### src/rtl/mem_arbiter.sv
// Two-requester arbiter (instruction fetch / data access) in front of a
// single shared memory port with a fixed number of wait states per access.
module mem_arbiter #(
    parameter int unsigned ADDR_W      = 16,
    parameter int unsigned DATA_W      = 16,
    parameter int unsigned WAIT_CYCLES = 2
) (
    input  logic              clk,
    input  logic              reset,
    input  logic              fetch_req,
    input  logic [ADDR_W-1:0] fetch_addr,
    output logic [DATA_W-1:0] fetch_rdata,
    output logic              fetch_done,
    input  logic              data_req,
    input  logic              data_we,
    input  logic [ADDR_W-1:0] data_addr,
    input  logic [DATA_W-1:0] data_wdata,
    output logic [DATA_W-1:0] data_rdata,
    output logic              data_done,
    output logic [ADDR_W-1:0] mem_addr,
    output logic [DATA_W-1:0] mem_wdata,
    output logic              mem_we,
    output logic              mem_re,
    input  logic [DATA_W-1:0] mem_rdata,
    output logic              needWait
);

    localparam int unsigned CNT_W = 4;
    localparam logic [CNT_W-1:0] WAIT_CNT = CNT_W'(WAIT_CYCLES);

    localparam logic [0:0] IDLE   = 1'b0;
    localparam logic [0:0] ACCESS = 1'b1;

    localparam logic OWN_FETCH = 1'b0;
    localparam logic OWN_DATA  = 1'b1;

    logic [0:0]        state, state_nxt;
    logic              owner, owner_nxt;
    logic [CNT_W-1:0]  cnt, cnt_nxt;
    logic [ADDR_W-1:0] lat_addr_nxt;
    logic [DATA_W-1:0] lat_wdata_nxt;
    logic              lat_we, lat_we_nxt;
    logic              fetch_done_nxt, data_done_nxt;
    logic [DATA_W-1:0] fetch_rdata_nxt, data_rdata_nxt;
    logic              mem_we_nxt, mem_re_nxt;

    // Stall while any request is outstanding and not completing this cycle.
    assign needWait = (fetch_req & ~fetch_done) | (data_req & ~data_done);

    // State register; latched address/data drive the memory port directly.
    always_ff @(posedge clk) begin
        if (reset) begin
            state       <= IDLE;
            owner       <= OWN_FETCH;
            cnt         <= '0;
            mem_addr    <= '0;
            mem_wdata   <= '0;
            lat_we      <= 1'b0;
            fetch_done  <= 1'b0;
            data_done   <= 1'b0;
            fetch_rdata <= '0;
            data_rdata  <= '0;
            mem_we      <= 1'b0;
            mem_re      <= 1'b0;
        end else begin
            state       <= state_nxt;
            owner       <= owner_nxt;
            cnt         <= cnt_nxt;
            mem_addr    <= lat_addr_nxt;
            mem_wdata   <= lat_wdata_nxt;
            lat_we      <= lat_we_nxt;
            fetch_done  <= fetch_done_nxt;
            data_done   <= data_done_nxt;
            fetch_rdata <= fetch_rdata_nxt;
            data_rdata  <= data_rdata_nxt;
            mem_we      <= mem_we_nxt;
            mem_re      <= mem_re_nxt;
        end
    end

    // Grant, wait-state counting and completion; a requester whose done is
    // high is still holding its level request and must not be re-granted.
    always_comb begin
        state_nxt       = state;
        owner_nxt       = owner;
        cnt_nxt         = cnt;
        lat_addr_nxt    = mem_addr;
        lat_wdata_nxt   = mem_wdata;
        lat_we_nxt      = lat_we;
        fetch_done_nxt  = 1'b0;
        data_done_nxt   = 1'b0;
        fetch_rdata_nxt = fetch_rdata;
        data_rdata_nxt  = data_rdata;
        mem_we_nxt      = 1'b0;
        mem_re_nxt      = 1'b0;

        case (state)
            IDLE: begin
                if (data_req && !data_done) begin
                    state_nxt     = ACCESS;
                    owner_nxt     = OWN_DATA;
                    cnt_nxt       = '0;
                    lat_addr_nxt  = data_addr;
                    lat_wdata_nxt = data_wdata;
                    lat_we_nxt    = data_we;
                    mem_we_nxt    = data_we;
                    mem_re_nxt    = ~data_we;
                end else if (fetch_req && !fetch_done) begin
                    state_nxt    = ACCESS;
                    owner_nxt    = OWN_FETCH;
                    cnt_nxt      = '0;
                    lat_addr_nxt = fetch_addr;
                    lat_we_nxt   = 1'b0;
                    mem_re_nxt   = 1'b1;
                end
            end
            ACCESS: begin
                if (cnt == WAIT_CNT) begin
                    state_nxt = IDLE;
                    if (owner == OWN_DATA) begin
                        data_done_nxt = 1'b1;
                        if (!lat_we) data_rdata_nxt = mem_rdata;
                    end else begin
                        fetch_done_nxt  = 1'b1;
                        fetch_rdata_nxt = mem_rdata;
                    end
                end else begin
                    cnt_nxt    = cnt + CNT_W'(1);
                    mem_we_nxt = lat_we;
                    mem_re_nxt = ~lat_we;
                end
            end
            default: state_nxt = IDLE;
        endcase
    end

endmodule

### config.mk
export PLATFORM = sky130hd
export DESIGN_NAME = mem_arbiter
export DESIGN_NICKNAME = d
export VERILOG_FILES = /design/src/rtl/mem_arbiter.sv
export SDC_FILE = /design/constraint.sdc
export NUM_CORES = 1
export LEC_CHECK = 0
export CAP_MARGIN = 25
export CELL_PAD_IN_SITES_DETAIL_PLACEMENT = 1
export CELL_PAD_IN_SITES_GLOBAL_PLACEMENT = 2
export CORE_MARGIN = 8
export CORE_UTILIZATION = 20
export DETAILED_ROUTE_END_ITERATION = 8
export GPL_ROUTABILITY_DRIVEN = 0
export GPL_TIMING_DRIVEN = 0
export PLACE_DENSITY_LB_ADDON = 0.1
export SYNTH_ARGS = -nofsm -noshare
export SYNTH_HDL_FRONTEND = slang
export SYNTH_SLANG_ARGS = --single-unit
### constraint.sdc
create_clock -name clk -period 1.6 [get_ports clk]
set_input_delay 0.32 -clock clk [delete_from_list [all_inputs] [get_ports clk]]
set_output_delay 0.32 -clock clk [all_outputs]
set_load 0.05 [all_outputs]
# ---- After elaboration in Yosys (flattened, before gate mapping)
# Index checks and enable logic that the tools add are counted.
dict set report word_totals {
  reg_bits 75
  in_bits 69
  output_inout_bits 69
}
dict set report op_classes {
  addsub 1
  eq_ne 3
  n_mux 21
  bitwise_logic 10
  n_reduce_logical 11
}
# cell n
set ops {}
lappend ops {{two-way mux 16 bit} 2}
lappend ops {{two-way mux 1 bit} 12}
lappend ops {{two-way mux 4 bit} 3}
lappend ops {{case mux 4 bit (2 select lines)} 1}
lappend ops {{inverter 1 bit} 7}
lappend ops {{case mux 1 bit (2 select lines)} 3}
lappend ops {{AND reduction 2 bit} 3}
lappend ops {{adder 4 x 1 -> 4 bit (second input constant)} 1}
lappend ops {{equality test 4 x 2 -> 1 bit (second input constant)} 1}
lappend ops {{AND reduction 4 bit} 1}
lappend ops {{!= test 3 bit (second input constant)} 1}
lappend ops {{AND reduction 3 bit} 1}
lappend ops {{OR reduction 3 bit} 1}
lappend ops {{AND 1 bit} 2}
lappend ops {{logical AND 1 bit} 2}
lappend ops {{logical NOT 1 bit} 2}
lappend ops {{!= test 2 bit (second input constant)} 1}
lappend ops {{nonzero test 2 bit} 1}
lappend ops {{bitwise OR 1 bit} 1}

# ---- Longest topological paths before layout
dict set report depth {
  word_depth 5
  depth_mapped 8
}

# ---- Least setup slack after synthesis
# No wires, ideal clock.
dict set report synth_path {
  path_type {reg-to-output}
  start {register data_done}
  end {output needWait}
  t_arrival_ns 1.538
  required_time_ns 1.280
  setup_slack_ns -0.258
  stages_incl_launch_ff 5
  n_path_buf 2
  path_cell_list {dfxtp_1 > nand2b_1 > buf_6 > buf_4 > nand2_1}
}
dict set report synth_via {
  elab_chain_len 3
}
# element line_no
set synth_rtl {}
lappend synth_rtl {{start, declared} 19} ;# output logic data_done,
lappend synth_rtl {{start signal, assigned} 73} ;# data_done <= data_done_nxt;
lappend synth_rtl {{inverter 1 bit} 48} ;# assign needWait = (fetch_req & ~fetch_done) | (data_req & ~data_done);
lappend synth_rtl {{AND 1 bit} 48}
lappend synth_rtl {{bitwise OR 1 bit} 48}
lappend synth_rtl {{end, declared} 25} ;# output logic needWait
# No other way between the ends.

# ---- Final worst setup path
# Same ends and word-level chain as after synthesis.

==> metrics.md <==
| Metric | Value |
|---|---|
| Die Area | `18,700 um2` |
| Yosys warning count | `0` |
| Row cnt | `44` |
| Area share of the largest cell type after synthesis | `51.48%` |
| Ratio of cells with drive above 1 in the final layout | `14.49%` |
| Die width | `136.8 um` |
| Leak pwr | `2.111 nW` |
| Kind of path behind the tightest hold check | `primary input to flop` |
| CTS sink count | `75` |
| Grt ovf | `0` |
| Status | `completed` |
| I/O Buffers | `136` |
| Vias in the first global route | `3,076` |
| Total net switching power | `1.392 mW` |
| Vias | `2,917` |
| Reg area | `1511 um2` |
| Seq/Total Area, Yosys | `51.48%` |
| Yosys reg bits | `75` |
| Clock H-tree levels | `3` |
| Slew HR | `50.83%` |
| Delay-heaviest family, CP | `buffers and inverters` |
| Number of CTS-inserted buffers | `9` |
| Routed WL | `11,320 um` |
| Area of the multi-input gates | `1346 um2` |
| Slowest stage delay, CP | `0.31 ns` |
| Crit Path Max Fanout | `4` |
| Synth top area cells | `dfxtp_1, nand2_1, a21oi_1` |
| IO Pins | `138` |
| DP Wirelength | `8322 um` |
| Wire per inst | `16.63 um` |
| Most frequent cells in the layout | `nand2_1, dfxtp_1, dlygate4sd2_1` |
| Sequential Power Share | `41.8%` |
| Synthesis-to-finish area growth | `69.84%` |
| Drt pass-1 iters | `4` |
| Critical Path End Type | `output pin` |
| Switching portion of total power | `29.13%` |
| Clock Tree Root | `clkbuf_16` |
| Final nets | `564` |
| FMAX | `637.0 MHz` |
| Syn nets | `409` |
| Pwr Density | `964.6 nW/um2` |
| Hold path startpoint | `reset` |
| Post-synth top area cell | `dfxtp_1` |
| Comb power frac | `19.2%` |
| CP Class | `flop to output pin` |
| Setup violators final | `0` |
| Worst Hold Path Cells | `2` |
| CP Cell Sequence | `nand2b_4 > buf_12 > buf_12 > nand2_4 > buf_8` |
| RSZ-0062 raised after global routing | `yes` |
| R2r setup slk | `0.03 ns` |
| Period utilization | `98.12%` |
| First-pass GRT wire length | `17,030 um` |
| Post-synthesis instance area | `2917 um2` |
| Part of the power in the clock network | `39.0%` |
| Vias/cell | `4.283` |
| Reg-to-reg critical path endpoint | `data_rdata[2]` |
| Crit path buf inv count | `3` |
| Yosys cell types | `30` |
| Startpoint types | `flop` |
| Sink of the worst hold path | `mem_we` |
| Max-slew violations | `0` |
| Post-Synthesis Cells | `338` |
| Maxcap violations | `0` |
| Worst-Skew Late Latency | `0.34 ns` |
| Worst path slowest cell | `dfxtp_2` |
| Peak supply drop | `0.3705 mV` |
| Final Skew | `0.006400 ns` |
| Most common cell after layout, fill and taps aside | `nand2_1` |
| Drt drc | `0` |
| DRT iter0 DRCs | `78` |
| Syn avg cell area | `8.629 um2` |
| Fill cells | `1,660` |
| Int Power | `3.386 mW` |
| R2R Path Start | `cnt[0]` |
| Power after layout | `4.778 mW` |
| Min Tclk post-route | `1.570 ns` |
| Final Hold Fails | `0` |
| Final setup TNS | `0 ns` |
| Largest net degree at the start of global routing | `18` |
| Hold Slack | `0.4127 ns` |
| CTS tree | `done` |
| Ant. Diodes | `0` |
| Antenna Violating Nets Remaining | `0` |
| GR Util All Layers | `12.07%` |
| Starting density of the core | `20.30%` |
| Die Y | `136.8 um` |
| Clock slew at reported path FFs | `0.06 ns` |
| Critical Path RT | `1.28 ns` |
| CP most frequent cell | `buf_12` |
| Core footprint | `14,370 um2` |
| R2R cell count | `8` |
| CTS max path bufs | `2` |
| Worst Max-Slew Pin Slew | `0.7376 ns` |
| Crit path DAT | `1.25 ns` |
| Initial antenna violation count | `0` |
## cells in the mapped netlist, drive strengths merged
| master | n |
|---|---|
| a211oi | 16 |
| a21o | 1 |
| a21oi | 53 |
| a22oi | 1 |
| a31oi | 2 |
| and2b | 1 |
| and3 | 1 |
| and4bb | 1 |
| buf | 15 |
| clkbuf | 9 |
| dfxtp | 75 |
| ha | 2 |
| inv | 4 |
| mux2i | 16 |
| nand2 | 98 |
| nand2b | 4 |
| nand3 | 5 |
| nand3b | 1 |
| nand4 | 1 |
| nand4b | 1 |
| nor2 | 25 |
| o22a | 2 |
| o31ai | 2 |
| or2 | 1 |
| or3b | 1 |
## final cells by class
class | instances | area share (%)
Clock inverter | 3 | 0.3031
Sequential cell | 75 | 30.51
Inverter | 4 | 0.3536
Tap cell | 184 | 4.648
Buffer | 21 | 3.385
Timing Repair Buffer | 147 | 28.64
Multi-Input combinational cell | 235 | 27.18
Clock buffer | 12 | 4.976
## state kept, by name (all words and copies together) (netlist names)
signal       flops
mem_addr        16
mem_re           1
data_rdata      16
data_done        1
owner            1
lat_we           1
state            1
mem_we           1
fetch_done       1
fetch_rdata     16
cnt              4
mem_wdata       16
## power groups by stage
stage	Combinational [mW]	Clock, mW	Sequential [mW]
detailed placement	0.945	0	2.04
finish	0.919	1.86	2.00
global placement	0.935	0	2.04
CTS	0.927	1.94	2.00
floorplan	0.249	0	2.30
global route	0.991	2.02	2.01
## logic make-up (layout without fill, tap and decap cells)
group	Yosys count	in the layout	share of synthesized area, %
flip-flops	75	75	51.48
buffers and inverters	28	187	5.491
adder cells (fa/ha/maj)	2	2	0.8579
multiplexers	16	16	5.491
AND/OR/NAND/NOR	140	140	19.82
AO/OA/AOI/OAI	77	77	16.86
## worst reg2reg max path: stages, from the launching register on
cell	delay, ns
dfxtp_4	0.35
inv_4	0.06
ha_4	0.12
and4bb_2	0.28
buf_6	0.11
and3_4	0.22
clkbuf_16	0.17
nand2_2	0.06
a21oi_2	0.13
## per-layer routing
layer,vias up,global-route usage (%),part of all wire (%)
met5,-,0,0
met4,0,5.308,1.6
met3,11,4.699,7.5
met2,71,20.65,50
met1,1392,12.94,41
li1,1443,-,-
## stage by stage
step / instance area (um2) / util, % / worst slack (ns) / cells
final: 4954 / 34.47 / 0.03010 / 681
after floorplan: 2920 / - / 0.01295 / 338
after CTS: 4841 / 33.69 / -0.07417 / 677
after global routing: 4954 / 34.47 / -0.03666 / 681
after detailed placement: 4512 / 31.40 / -0.9597 / 658
after global placement: 4512 / 31.40 / -0.9601 / 658
## worst max-delay path by stage
stage / startpoint / to / slack [ns] / cells after the start
finish: data_done / needWait / 0.03 / 5
global route: cnt[0] / data_rdata[2] / -0.04 / 8
CTS: data_done / needWait / -0.07 / 5
detailed placement: data_req / needWait / -0.96 / 6
global placement: data_req / needWait / -0.96 / 6
floorplan: data_done / needWait / 0.01 / 4
## repair_timing
action,CTS,global route
resized for setup,101,22
hold buffers,0,0
pin swaps,0,7
cloned,1,1
buffers inserted,5,4
setup endpoints to repair,114,42
(Power assumes the default switching activity.)
